`config.mk`:
```
export PLATFORM = sky130hd
export DESIGN_NAME = ysyx_22040931_lsu_ctrl
export DESIGN_NICKNAME = d
export VERILOG_FILES = /design/src/rtl/ysyx_22040931_lsu_ctrl.sv
export SDC_FILE = /design/constraint.sdc
export NUM_CORES = 1
export LEC_CHECK = 0
export ABC_AREA = 0
export CAP_MARGIN = 0
export CELL_PAD_IN_SITES_DETAIL_PLACEMENT = 1
export CELL_PAD_IN_SITES_GLOBAL_PLACEMENT = 1
export CORE_ASPECT_RATIO = 1.5
export CORE_MARGIN = 2
export CORE_UTILIZATION = 32
export CTS_BUF_LIST = sky130_fd_sc_hd__clkbuf_8
export CTS_CLUSTER_SIZE = 24
export DETAILED_ROUTE_END_ITERATION = 12
export PLACE_DENSITY_LB_ADDON = 0.1
export SLEW_MARGIN = 30
export SYNTH_ARGS = -nofsm -noshare
export SYNTH_HDL_FRONTEND = slang
export SYNTH_SLANG_ARGS = --single-unit
export TNS_END_PERCENT = 20
```
`constraint.sdc`:
```
create_clock -name clk -period 5.2 [get_ports clk]
set_input_delay 1.04 -clock clk [delete_from_list [all_inputs] [get_ports clk]]
set_output_delay 1.04 -clock clk [all_outputs]
set_load 0.05 [all_outputs]
```
`src/rtl/ysyx_22040931_lsu_ctrl.sv`:
```
// ---------------------------------------------------------------------------
// ysyx_22040931_lsu_ctrl
//
// Purpose:
//   Data-memory access controller directly downstream of the MEM stage.
//   It takes one load or store request from the pipeline and runs it as a
//   single transaction on a valid/ready data bus. Load data is returned
//   right-justified on mem_data, with the addressed byte at bit 0, so the MEM
//   stage can sign- or zero-extend it. stall_o holds the pipeline until the
//   access completes.
//
// Ports:
//   clk, rst        clock, synchronous active-high reset
//   mem_ena         access request from the MEM stage
//   mem_wr          1 = store, 0 = load
//   memop           access size: 00=B 01=H 10=W 11=D
//   mem_addr        byte address
//   mem_stor_data   store data, already placed in its byte lanes
//   mem_data        load data, right-justified
//   stall_o         freezes the upstream pipeline
//   misalign_o      one-cycle misaligned-access flag (optional feature)
//   req_*           bus request channel (valid/ready); address 8-byte aligned
//   resp_valid      read data / write acknowledge valid
//   resp_rdata      8-byte-aligned read data
//
// Optional feature:
//   Define YSYX_22040931_MISALIGN_CHK_EN to enable the alignment check.
//   A misaligned H/W/D access then skips the bus, clears mem_data and raises
//   misalign_o for the single DONE cycle. Without the macro no check is made,
//   misalign_o is tied low, and the strobe is truncated at lane 7.
// ---------------------------------------------------------------------------
module ysyx_22040931_lsu_ctrl #(
    parameter int ADDR_W = 64,
    parameter int DATA_W = 64
) (
    input  logic              clk,
    input  logic              rst,
    input  logic              mem_ena,
    input  logic              mem_wr,
    input  logic [1:0]        memop,
    input  logic [ADDR_W-1:0] mem_addr,
    input  logic [DATA_W-1:0] mem_stor_data,
    output logic [DATA_W-1:0] mem_data,
    output logic              stall_o,
    output logic              misalign_o,
    output logic              req_valid,
    input  logic              req_ready,
    output logic              req_wr,
    output logic [ADDR_W-1:0] req_addr,
    output logic [7:0]        req_wstrb,
    output logic [DATA_W-1:0] req_wdata,
    input  logic              resp_valid,
    input  logic [DATA_W-1:0] resp_rdata
);

    typedef enum logic [1:0] {
        IDLE = 2'd0,
        REQ  = 2'd1,
        WAIT = 2'd2,
        DONE = 2'd3
    } state_t;

    state_t            state_q;
    logic              req_valid_q;
    logic              req_wr_q;
    logic [ADDR_W-1:0] req_addr_q;
    logic [7:0]        req_wstrb_q;
    logic [DATA_W-1:0] req_wdata_q;
    logic [DATA_W-1:0] mem_data_q;
    // Byte offset inside the 8-byte word. This is kept separately because
    // req_addr has its low bits cleared.
    logic [2:0]        off_q;

    // Byte-lane strobe for the access. Lanes shifted past bit 7 are dropped.
    function automatic logic [7:0] lane_strobe(input logic [1:0] sz, input logic [2:0] off);
        logic [7:0] base;
        case (sz)
            2'b00:   base = 8'h01;
            2'b01:   base = 8'h03;
            2'b10:   base = 8'h0F;
            default: base = 8'hFF;
        endcase
        return base << off;
    endfunction

    // Right-justify the addressed byte of an aligned read word, zero-filled.
    function automatic logic [DATA_W-1:0] align_load(input logic [DATA_W-1:0] d, input logic [2:0] off);
        return d >> {off, 3'b000};
    endfunction

`ifdef YSYX_22040931_MISALIGN_CHK_EN
    logic misalign_q;

    function automatic logic is_misaligned(input logic [1:0] sz, input logic [2:0] off);
        case (sz)
            2'b01:   return off[0];
            2'b10:   return |off[1:0];
            2'b11:   return |off;
            default: return 1'b0;
        endcase
    endfunction
`endif

    always_ff @(posedge clk) begin
        if (rst) begin
            state_q     <= IDLE;
            req_valid_q <= 1'b0;
            req_wr_q    <= 1'b0;
            req_addr_q  <= '0;
            req_wstrb_q <= '0;
            req_wdata_q <= '0;
            mem_data_q  <= '0;
            off_q       <= '0;
`ifdef YSYX_22040931_MISALIGN_CHK_EN
            misalign_q  <= 1'b0;
`endif
        end else begin
            case (state_q)
                IDLE: begin
                    // resp_valid is deliberately ignored here. A stray
                    // response, for example one that arrives after a reset,
                    // must not disturb mem_data.
                    if (mem_ena) begin
                        req_wr_q    <= mem_wr;
                        req_addr_q  <= {mem_addr[ADDR_W-1:3], 3'b000};
                        req_wstrb_q <= lane_strobe(memop, mem_addr[2:0]);
                        req_wdata_q <= mem_stor_data;
                        off_q       <= mem_addr[2:0];
`ifdef YSYX_22040931_MISALIGN_CHK_EN
                        if (is_misaligned(memop, mem_addr[2:0])) begin
                            state_q    <= DONE;
                            mem_data_q <= '0;
                            misalign_q <= 1'b1;
                        end else begin
                            state_q     <= REQ;
                            req_valid_q <= 1'b1;
                        end
`else
                        state_q     <= REQ;
                        req_valid_q <= 1'b1;
`endif
                    end
                end
                REQ: begin
                    // The req_* fields come from registers, so they stay
                    // stable until the bus accepts the request.
                    if (req_ready) begin
                        state_q     <= WAIT;
                        req_valid_q <= 1'b0;
                    end
                end
                WAIT: begin
                    if (resp_valid) begin
                        state_q <= DONE;
                        if (!req_wr_q) begin
                            mem_data_q <= align_load(resp_rdata, off_q);
                        end
                    end
                end
                default: begin
                    // DONE: the pipeline advances this cycle. A new mem_ena
                    // is only taken once the controller is back in IDLE.
                    state_q <= IDLE;
`ifdef YSYX_22040931_MISALIGN_CHK_EN
                    misalign_q <= 1'b0;
`endif
                end
            endcase
        end
    end

    assign stall_o   = ((state_q == IDLE) && mem_ena) || (state_q == REQ) || (state_q == WAIT);
    assign req_valid = req_valid_q;
    assign req_wr    = req_wr_q;
    assign req_addr  = req_addr_q;
    assign req_wstrb = req_wstrb_q;
    assign req_wdata = req_wdata_q;
    assign mem_data  = mem_data_q;

`ifdef YSYX_22040931_MISALIGN_CHK_EN
    assign misalign_o = misalign_q;
`else
    assign misalign_o = 1'b0;
`endif

endmodule

```
# [Word-level counts from Yosys, hierarchy flattened]
# Index checks and enable logic that the tools add are counted.
[totals] mem_count=0 ram_bits=0 output_inout_bits=204 rom_bits=0 reg_bits=204 in_bits=200 elab_cells=39 latchBits=0
[classes] reduce_logical=10 mux=11 bitwise=1 div_mod_pow=0 addsub=0 n_eq_ne=7 order_cmp=0 n_mul=0 shifts=2
[ops] operator="64-bit by 6-bit >> shifter with 64-bit output" n=1
[ops] operator="8-bit two-way mux" n=3
[ops] operator="8-bit one-hot mux with 3 select lines" n=1
[ops] operator="3-bit AND reduction" n=3
[ops] operator="8-bit by 3-bit << shifter with 8-bit output" n=1
[ops] operator="2-bit two-way mux" n=3
[ops] operator="2-bit != test, second input constant" n=3
[ops] operator="2-bit one-hot mux with 3 select lines" n=1
[ops] operator="2-bit by 1-bit equality test with 1-bit output, second input constant" n=2
[ops] operator="2-bit equality test, second input constant" n=2
[ops] operator="2-bit logical NOT" n=2
[ops] operator="1-bit logical OR" n=2
[ops] operator="1-bit two-way mux" n=2
[ops] operator="1-bit one-hot mux with 2 select lines" n=1
[ops] operator="2-bit AND reduction" n=1
[ops] operator="2-bit nonzero test" n=1
[ops] operator="1-bit logical AND" n=1
[ops] operator="1-bit inverter" n=1

# [Longest topological paths before layout]
[depth] ltp_word=6 ltp_mapped=8 ltp_nobuf=6

# [Worst setup path before layout]
# OpenSTA, ideal clock, no wires.
[synth_path] kind="input port to output port" start="input mem_ena" end="output stall_o" n_path_buf=2 path_slack_ns=2.152 arrival_ns=2.008 path_stages=4 required_ns=4.160 path_cell_list="and2_1 buf_2 buf_2 or3_1"
[synth_between] elab_chain_len=3
[synth_rtl] item="from (decl)" line_no="38" rtl="input logic mem_ena,"
[synth_rtl] item="1-bit logical AND" line_no="172" rtl="assign stall_o = ((state_q == IDLE) && mem_ena) || (state_q == REQ) || (state_q == WAIT);"
[synth_rtl] item="1-bit logical OR (2 in series)" line_no="172"
[synth_rtl] item="to (decl)" line_no="44" rtl="output logic stall_o,"
# No other way between the ends.

# [Final worst setup path]
# Ends and elaborated chain as after synthesis.

==> flow_summary.toml <==
[drt]
antenna_left = 0
drt_wl_total_microns = 36700
drc_errors = 0
wire_per_inst_microns = 20.6
drtPass1Iterations = 4
vias = 9045
drtIter0Drc = 398
viasPerCell = 5.09

[cts]
root_buffer = "clkbuf_8"
clk_latency_ps = 530
cts_setup_buffers = 0
htree_levels = 2
clockBufferDepth = 3
cts_tree = "yes"
cts_buffers = 36
hold_buffers = 0
ctsResizeCount = 0
clkTransAtPathRegs_ps = 60
cts.sinks = 204

[synth]
async_flop_share_pct = 0
synth_seq_cells = 204
synth_area_leaders = "dfxtp_1 (47%), nand2_1 (13%), a21oi_1 (9.1%)"
syn_avg_cell_area_sq_um = 8.25
netlist_instances = 1055
synth_top_area_cell = "dfxtp_1"
ys_seq_area_share_pct = 46.9
yosysUniqueCellTypes = 42
yosysWarnings = 0
synth_top_area_share_pct = 46.9
synth_edf_count = 0
syn_area_sq_um = 8710
synthFlopType = "dfxtp_1"

[critical_path]
crit_arrival_ps = 2850
path_delay_family = "buffers and inverters"
crit_buf_inv = 2
rr_endpoint = "req_wstrb[5]"
critPathKind = "primary input to output port"
cp_common_cell = "clkdlybuf4s50_1"
worstReg2RegStart = "state_q[0]"
crit_fanout = 5
crit_chain = "clkdlybuf4s50_1 > and2_4 > or3_1 > clkdlybuf4s50_1"
timing.reg2reg.setup_slack_ps = 2380
worst-path-stages = 4
slowest_delay_ps = 710
cp.required_ps = 4160
cp_slowest_cell = "clkdlybuf4s50_1"
cp-end-kind = "output port"
cp-start-kind = "primary input"
rr_worst_depth = 7

[sta]
slew_headroom_pct = 41.0
timing.fmax_mhz = 257
clock_skew_ps = 17.1
whs_ps = 453
rsz0062_at_grt = "false"
fin_tns_setup_ps = 0
min_period_ps = 3890
setup_viol = 0
worst_slew_pin_slew_ps = 882
finalHoldViolations = 0
finalCritPeriodShare_pct = 74.9
drv_slew = 0

[floorplanning]
ios = 404
die-area_sq_um = 28600
initial_utilization_pct = 32.2
row_count = 74
core_sq_um = 27000
dieWidth_microns = 139
die_y_microns = 206

[power]
pwr-share-seq_pct = 31.6
clkPwrFrac_pct = 22.3
powerDensity_nw_per_um2 = 476
p_comb_share_pct = 46.1
p_leak_nw = 4.96
p_int_mw = 3.60
p_switching_mw = 2.83
swShare_pct = 44.0
ir_drop_mv = 0.228

[finish]
final_cell_mix = "clkdlybuf4s50_1 (398), nand2_1 (295), dfxtp_1 (202)"
synthToLayoutAreaGrowth_pct = 55.0
fillers = 3167
final_common_cell = "clkdlybuf4s50_1"
nets = 1617
final_layout_size_suffix_gt1_share_pct = 5.44

[flow_run]
cap_violations = 0

[worst_hold_path]
min_to = "req_addr[53]"
hold_depth = 2
hp-class = "flip-flop to flip-flop"
min_from = "req_addr[53]"

[place]
port_buffers = 399
place_congestion = 0.845
hpwl_microns = 26500

[global_route]
grt_max_degree = 100
grt_antenna_before_repair = 1
grt.total_usage_pct = 24.5
grt_first_pass_wirelength_microns = 54100
grt_pass1_vias = 9197
grt_overflow = 0

[run_status]
status = "finished clean"
tightest hold or removal path: stages, from the launching register on:
cell     delay (ps)
dfxtp_1         310
nand2_1          50
a21oi_1          50
per-stage QoR:
stage	worst slack, ps	power (mW)	cells	util [%]	area (sq um)
after floorplan	2150	3.97	1058	-	8720
after global placement	1400	4.99	1717	47.3	12800
after detailed placement	1320	5.04	1718	47.4	12800
after CTS	1310	6.52	1776	49.9	13500
after global routing	1290	6.77	1777	49.9	13500
final	1310	6.42	1777	49.9	13500
per-layer routing:
layer | share of wire, % | vias up | GRT usage (%) | wire length (microns)
li1 | - | 4315 | - | -
met1 | 36 | 4287 | 24.7 | 13100
met2 | 51 | 358 | 44.2 | 18600
met3 | 7.8 | 85 | 8.06 | 2850
met4 | 5.9 | 0 | 14.4 | 2170
met5 | 0 | - | 0 | 0
state kept, by name (all words and copies together), names as in the netlist:
signal / flops
req_wdata: 64
req_wstrb: 8
req_valid: 1
off_q: 3
mem_data: 64
req_addr: 61
state_q: 2
req_wr: 1
cells in the mapped netlist, drive strengths merged (3+ instances only):
| cell | number |
|---|---|
| mux4 | 7 |
| o22ai | 8 |
| o311a | 7 |
| ha | 3 |
| nand2 | 296 |
| nor2 | 62 |
| nand3b | 10 |
| a211oi | 4 |
| dfxtp | 204 |
| clkbuf | 54 |
| o21ai | 26 |
| a21oi | 159 |
| buf | 38 |
| nor2b | 3 |
| a221oi | 7 |
| a32oi | 9 |
| inv | 8 |
| a22oi | 31 |
| mux2i | 72 |
| nor3 | 28 |
cell type report:
cell class	count	area (sq um)	area share, %
diodes	1	2.50	0.0185
inverters	8	32.5	0.241
repair buffers	410	4120	30.5
multi-input cells	754	4150	30.8
flip-flops and latches	204	4090	30.3
clock buffers	42	578	4.28
well taps	342	428	3.17
clock inverters	16	92.6	0.686
power groups by stage:
| stage | sequential [mW] | combinational [mW] | clock (mW) |
|---|---|---|---|
| after global routing | 2.07 | 3.15 | 1.56 |
| after floorplan | 2.94 | 1.03 | 0 |
| final | 2.03 | 2.96 | 1.44 |
| after detailed placement | 2.06 | 2.98 | 0 |
| after global placement | 2.07 | 2.92 | 0 |
| after CTS | 2.03 | 2.99 | 1.50 |
kinds of logic (layout without fill, tap and decap cells):
kind of cell / Yosys count / in the layout / synth area share (%)
AO/OA/AOI/OAI: 260 / 260 / 17.5
AND/OR/NAND/NOR: 408 / 408 / 19.3
multiplexers: 79 / 79 / 10.1
adder cells (fa/ha/maj): 3 / 3 / 0.431
buffers and inverters: 100 / 476 / 5.73
flip-flops: 204 / 204 / 46.9
other: 1 / 5 / 0.0431
worst max path at each step:
stage          startpoint       to
6_report          mem_ena  stall_o
5_1_grt           mem_ena  stall_o
4_1_cts           mem_ena  stall_o
3_5_place_dp      mem_ena  stall_o
3_3_place_gp      mem_ena  stall_o
2_1_floorplan     mem_ena  stall_o
Note: power is estimated with default switching activity, not from simulation.
